--- src/rtl/elastic_pipe_reg.sv ---
// Handshaked pipeline register with optional two-entry skid buffer (SKID_EN).
// Optional stall/flush performance counters are enabled by defining ELASTIC_PIPE_PERF_EN.
module elastic_pipe_reg #(
    parameter int unsigned DATA_W  = 64,
    parameter int unsigned CTRL_W  = 8,
    parameter int unsigned SKID_EN = 1
) (
    input  logic              clock,
    input  logic              reset,
    input  logic              flush,
    input  logic              in_valid,
    output logic              in_ready,
    input  logic [DATA_W-1:0] in_data,
    input  logic [CTRL_W-1:0] in_ctrl,
    output logic              out_valid,
    input  logic              out_ready,
    output logic [DATA_W-1:0] out_data,
`ifdef ELASTIC_PIPE_PERF_EN
    output logic [CTRL_W-1:0] out_ctrl,
    output logic [31:0]       stall_count,
    output logic [15:0]       flush_count
`else
    output logic [CTRL_W-1:0] out_ctrl
`endif
);

    localparam logic [1:0] StEmpty = 2'd0;
    localparam logic [1:0] StOne   = 2'd1;
    localparam logic [1:0] StFull  = 2'd2;

    logic [1:0]        state_q, state_d;
    logic [DATA_W-1:0] main_data_q, main_data_d;
    logic [CTRL_W-1:0] main_ctrl_q, main_ctrl_d;
    logic [DATA_W-1:0] skid_data_q, skid_data_d;
    logic [CTRL_W-1:0] skid_ctrl_q, skid_ctrl_d;
    logic              rdy_q;
    logic              main_valid;
    logic              in_fire;
    logic              out_fire;

    assign main_valid = (state_q != StEmpty);
    assign in_fire    = in_valid & in_ready;
    // A flush cycle never counts as a downstream transfer.
    assign out_fire   = main_valid & out_ready & ~flush;

    always_comb begin
        if (SKID_EN != 0) begin
            in_ready = rdy_q & ~flush & reset;
        end else begin
            in_ready = (~main_valid | out_ready) & ~flush & reset;
        end
    end

    always_comb begin
        state_d     = state_q;
        main_data_d = main_data_q;
        main_ctrl_d = main_ctrl_q;
        skid_data_d = skid_data_q;
        skid_ctrl_d = skid_ctrl_q;
        if (flush) begin
            state_d = StEmpty;
        end else begin
            case (state_q)
                StEmpty: begin
                    if (in_fire) begin
                        state_d     = StOne;
                        main_data_d = in_data;
                        main_ctrl_d = in_ctrl;
                    end
                end
                StOne: begin
                    if (in_fire && (out_fire || SKID_EN == 0)) begin
                        main_data_d = in_data;
                        main_ctrl_d = in_ctrl;
                    end else if (in_fire) begin
                        state_d     = StFull;
                        skid_data_d = in_data;
                        skid_ctrl_d = in_ctrl;
                    end else if (out_fire) begin
                        state_d = StEmpty;
                    end
                end
                StFull: begin
                    if (out_fire) begin
                        state_d     = StOne;
                        main_data_d = skid_data_q;
                        main_ctrl_d = skid_ctrl_q;
                    end
                end
                default: state_d = StEmpty;
            endcase
        end
    end

    always_ff @(posedge clock or negedge reset) begin
        if (!reset) begin
            state_q     <= StEmpty;
            main_data_q <= '0;
            main_ctrl_q <= '0;
            skid_data_q <= '0;
            skid_ctrl_q <= '0;
            rdy_q       <= 1'b1;
        end else begin
            state_q     <= state_d;
            main_data_q <= main_data_d;
            main_ctrl_q <= main_ctrl_d;
            skid_data_q <= skid_data_d;
            skid_ctrl_q <= skid_ctrl_d;
            rdy_q       <= (state_d != StFull);
        end
    end

    assign out_valid = main_valid;
    assign out_data  = main_data_q;
    assign out_ctrl  = main_ctrl_q & {CTRL_W{main_valid}};

`ifdef ELASTIC_PIPE_PERF_EN
    logic [31:0] stall_q;
    logic [15:0] flush_cnt_q;

    always_ff @(posedge clock or negedge reset) begin
        if (!reset) begin
            stall_q     <= '0;
            flush_cnt_q <= '0;
        end else begin
            if (main_valid && !out_ready && stall_q != 32'hFFFF_FFFF) begin
                stall_q <= stall_q + 32'd1;
            end
            if (flush && main_valid && flush_cnt_q != 16'hFFFF) begin
                flush_cnt_q <= flush_cnt_q + 16'd1;
            end
        end
    end

    assign stall_count = stall_q;
    assign flush_count = flush_cnt_q;
`endif

endmodule
--- config.mk ---
export PLATFORM = sky130hd
export DESIGN_NAME = elastic_pipe_reg
export DESIGN_NICKNAME = d
export VERILOG_FILES = /design/src/rtl/elastic_pipe_reg.sv
export SDC_FILE = /design/constraint.sdc
export NUM_CORES = 1
export LEC_CHECK = 0
export ABC_AREA = 1
export ABC_CLOCK_PERIOD_IN_PS = 3500
export BUFFER_PORTS_ARGS = -buffer_cell sky130_fd_sc_hd__buf_2
export CAP_MARGIN = 20
export CORE_MARGIN = 4
export CORE_UTILIZATION = 58
export CTS_BUF_LIST = sky130_fd_sc_hd__clkbuf_4 sky130_fd_sc_hd__clkbuf_8 sky130_fd_sc_hd__clkbuf_16
export DETAILED_ROUTE_END_ITERATION = 8
export GPL_TIMING_DRIVEN = 0
export HOLD_SLACK_MARGIN = 0.05
export PLACE_DENSITY = 0.85
export REMOVE_ABC_BUFFERS = 1
export SLEW_MARGIN = 40
export SYNTH_ARGS = -nofsm -noshare
export SYNTH_HDL_FRONTEND = slang
export SYNTH_SLANG_ARGS = --single-unit
--- constraint.sdc ---
create_clock -name clock -period 3.5 [get_ports clock]
set_clock_uncertainty 0.2 [all_clocks]
set_input_delay 0.525 -clock clock [delete_from_list [all_inputs] [get_ports clock]]
set_output_delay 0.525 -clock clock [all_outputs]
set_load 0.01 [all_outputs]
======== Yosys cells after proc, flatten, opt, wreduce, memory -nomap -nowiden ========
Cells that the tools add are included.
operators by class
  $add $sub $neg .......................... 0
  multipliers ............................. 0
  div/mod/pow operators ................... 0
  $lt $le $gt $ge ......................... 0
  eq/ne operators ......................... 6
  shifts and indexed selects .............. 0
  multiplexer cells ....................... 15
  bitwise operators ....................... 8
  reduce and logical (&&, ||, !) cells .... 6
operators by type and width
  cell                                           count
  2-to-1 mux 64 bit                              3
  case mux 64 bit (3 select lines)               1
  2-to-1 mux 8 bit                               3
  case mux 8 bit (3 select lines)                1
  2-to-1 mux 2 bit                               6
  AND 8 bit                                      1
  inequality test 2 bit, second input constant   4
  case mux 2 bit (3 select lines)                1
  AND 1 bit                                      5
  AND reduction 5 bit                            1
  AND reduction 4 bit                            1
  nonzero test 3 bit                             1
  == test 2 x 1 -> 1 bit, second input constant  1
  == test 2 bit, second input constant           1
  logical NOT 2 bit                              1
  NOT 1 bit                                      2
  nonzero test 2 bit                             1
  logical AND 1 bit                              1
word-level totals
  flip-flop bits (word level) ............. 147
  bits in latches ......................... 0
  RAM bits ................................ 0
  ROM bits ................................ 0
  input port bits ......................... 77
  output and inout port bits .............. 74
  word-level logic and storage cells ...... 41
  memories ................................ 0

======== Logic depth before layout (Yosys ltp) ========
  depth in word-level cells ............... 9
  depth in mapped cells ................... 8

======== Worst setup path before layout ========
No wires, ideal clock.
  path kind ............................... input to register
  start ................................... input port reset
  end ..................................... register main_data_q[0], in the netlist out_data[0]
  library setup time ...................... 117 ps
  arrival time ............................ 1,465 ps
  path slack .............................. 1,718 ps
  stages on the path ...................... 8
  path through ............................ nand2_1 nor2_1 nand3_1 nand2_2 nand2_2 buf_4 nand2_1 nand2_1
on the way
  word-level cells in the longest chain between the ends .. 5
ends and longest elaborated chain
  what                                      RTL line  RTL
  start, declared                           9         input logic reset,
  AND 1 bit (*)                             48        in_ready = rdy_q & ~flush & reset;
  via in_ready                              12        output logic in_ready,
  AND 1 bit (*)                             42        assign in_fire = in_valid & in_ready;
  logical AND 1 bit                         72        if (in_fire && (out_fire || SKID_EN == 0)) begin
  inequality test 2 bit (no source line)    n/a
  AND reduction 5 bit (no source line) (*)  n/a
  end signal, assigned                      105       main_data_q <= main_data_d;
  end, declared                             32        logic [DATA_W-1:0] main_data_q, main_data_d;
Mark *: on every way through the listed nets, which the timed path passes. The rest lies on a longest branch.
A chain may end at the register's enable or synchronous reset.

======== Final worst setup path ========
  start ................................... input port reset
  end ..................................... register main_data_q[6], in the netlist out_data[6]
on the way
  word-level cells in the longest chain between the ends .. 5
ends and longest elaborated chain
  what                                      RTL line
  AND 1 bit (*)                             48
  AND 1 bit (*)                             42
  logical AND 1 bit                         72
  inequality test 2 bit (no source line)    n/a
  AND reduction 5 bit (no source line) (*)  n/a
Every way passes the cells marked *; elsewhere a longest branch is shown, timed or not.

==> reports/summary.txt <==
Crit path max-delay family: simple AND/OR/NAND/NOR gates
Yosys top cell area share: 0.556
Ports: 151
Clk buf depth: 2
Synthesized flop and latch total: 147
Ranking of synthesized cells by area: dfrtp_1 (56%), nand2_1 (13%), nand3_1 (5.7%), a21oi_1 (5.6%), inv_1 (4.8%)
Simple-gate share of the synthesized area: 0.238
Cts hold-fix bufs: 1
Share of layout cells above drive strength 1: 0.209
CP Cell Sequence: dlygate4sd3_1, buf_8, nand2_1, nor2_1, nand3_1, nand2_8, nand2_8, nand2_1, nand2_1
CP dominant cell by count: nand2_1
XOR/XNOR share of the synthesized area: 0
Count of cell types in the netlist: 20
Clock Pin Slew Worst Setup and Hold Paths: 0.06 ns
Unrepaired setup endpoints after global routing: no
First-pass GRT wire length: 25600 um
DR WL/cell: 13.7 um
Buffers on Ports: 150
Residual DRC: 0
Clock Latency Late Sink: 0.41 ns
Core area: 11000 sq um
Total track usage: 0.244
Hold Slack: 0.161 ns
Mux cell area share after synthesis: 0
CP required: 3.60 ns
Final WL: 15000 um
Max-cap violations: 0
Max Freq: 357 MHz
Crit-path slowest cell: dlygate4sd3_1
Worst hold path class: primary input to register
Adder-Cell Fraction of Synth Area: 0
Root buffer selected by CTS: clkbuf_16
Period utilization: 0.800
P&R area growth vs syn: 22.9%
Via density: 5.23
Largest net degree at the start of global routing: 81
Crit path DAT: 2.90 ns
GPL Wtd Cong: 0.747
Vias: 5739
Die area: 13100 sq um
CTS tree: done
Row Count: 38
Compound-gate portion of the synthesized area: 0.114
Max stage delay on crit path: 0.56 ns
Top cells by count, synth: nand2_1 (222), dfrtp_1 (146), inv_1 (84), nor2_1 (82), nand3_1 (75)
Worst setup EP type: register
Reg2Reg Setup Slack: 1.12 ns
Die Ht: 114 um
CP bufs+invs: 2
HPWL after DPL: 9480 um
CP max FO: 73
Fin crit period: 2.80 ns
Vias in the first global route: 5478
Antenna violations before repair: 0
CP Launch Type: primary input
Gr ovfl total: 0
Post-synth top flop: dfrtp_1
PwrDens: 559 nW/um^2
Largest area contributor in the synthesized netlist: dfrtp_1
Final Hold Viols: 0
DR pass1 iterations: 5
H-tree depth: 4
Least-Margin Pin Slew: 0.494 ns
Cell with the most instances after synthesis: nand2_1
Yosys warnings: 0
Largest family of logic cells by synthesized area: simple AND/OR/NAND/NOR gates
Final setup violating endpoints: 0
Drt initial violations: 499
Crit Path Category: primary input to register
Number of diodes: 0
Antenna Nets Post-Route: 0
Leak: 4.63 nW
Setup Buffers After CTS: 0
Slew headroom: 0.669
Sequential area share after synthesis: 0.560
Number of synthesized flops with an enable pin: 0
Asr flop ratio synth: 1.00
# clock sinks: 147
Peak supply drop: 0.000349 V
CTS buffer count: 17
Mapped Area: 6570 sq um
Final net count: 1023
Syn Area/Cell: 8.03 sq um
Starting density of the core: 0.598
Mapped Cells: 818
Die width: 114 um
Post-CTS Resized: 0
Final Slew Violations: 0
Total Power: 4.51 mW
Status: complete, no violations
layout by cell type, fill, tap and decap left out, drive strengths merged:
cell,synthesis,layout
a21oi,73,73
clkinv,0,4
clkbuf,26,26
dfstp,1,1
nor3,2,2
nor2,82,82
dfrtp,146,146
nand3,76,76
nand2,226,226
dlygate4sd3,0,1
o21ai,75,75
bufinv,0,1
inv,86,86
buf,25,159
kinds of logic (layout without fill, tap and decap cells):
| family | count (synthesis) | count (layout) |
|---|---|---|
| flops | 147 | 147 |
| compound gates | 148 | 148 |
| simple gates | 386 | 386 |
| buf+inv | 137 | 277 |
worst paths after layout:
check                                                    to                      from  cells after the start
max in group asynchronous       skid_data_q[30]$_DFFE_PN0P_                     reset                      4
worst min-delay path            skid_data_q[52]$_DFFE_PN0P_               in_data[52]                      3
min in group asynchronous          out_data[61]$_DFFE_PN0P_                     reset                      2
worst max register to register      out_data[6]$_DFFE_PN0P_           rdy_q$_DFF_PN1_                      7
worst max-delay path                out_data[6]$_DFFE_PN0P_                     reset                      9
worst min register to register     out_data[41]$_DFFE_PN0P_  out_data[41]$_DFFE_PN0P_                      2
report_power, final:
| part | switching, mW | internal, mW | total [mW] |
|---|---|---|---|
| Sequential | 0.132 | 1.95 | 2.08 |
| Clock | 0.643 | 1.08 | 1.73 |
| Combinational | 0.418 | 0.291 | 0.709 |
| Total | 1.19 | 3.32 | 4.51 |
layer usage:
layer	part of all wire	vias up	global-route usage	wire length [um]
met3	0.067	26	0.0597	1000
li1	-	2844	-	-
met5	0	-	0	0
met4	0.019	0	0.0911	285
met1	0.44	2682	0.324	6550
met2	0.48	187	0.392	7210
final cells by class:
| cell class | count | area (sq um) |
|---|---|---|
| clock buffer | 26 | 518 |
| fill | 815 | 2900 |
| multi-input combinational | 534 | 2370 |
| tap | 140 | 175 |
| timing repair buffer | 160 | 966 |
| inverter | 86 | 323 |
| clock inverter | 5 | 50.0 |
| sequential | 147 | 3680 |
registers in the layout (all words and copies together) (netlist names):
name / cells
out_data: 64
state_q: 2
rdy_q: 1
main_ctrl_q: 8
skid_ctrl_q: 8
skid_data_q: 64
metrics by stage:
stage | instances | cell area [sq um] | setup TNS [ns] | utilization | worst slack (ns)
floorplan | 767 | 6320 | -39.36 | - | -0.547
global placement | 1057 | 7250 | -519.65 | 0.660 | -3.31
detailed placement | 1066 | 7500 | 0 | 0.683 | 0.854
CTS | 1098 | 8080 | 0 | 0.736 | 0.676
global route | 1098 | 8080 | 0 | 0.736 | 0.429
finish | 1098 | 8080 | 0 | 0.736 | 0.701
tightest hold or removal path: stages:
cell and delay (ns):
buf_2 0.09, inv_1 0.06, o21ai_1 0.06
No activity file was read; power rests on OpenSTA's default activity.
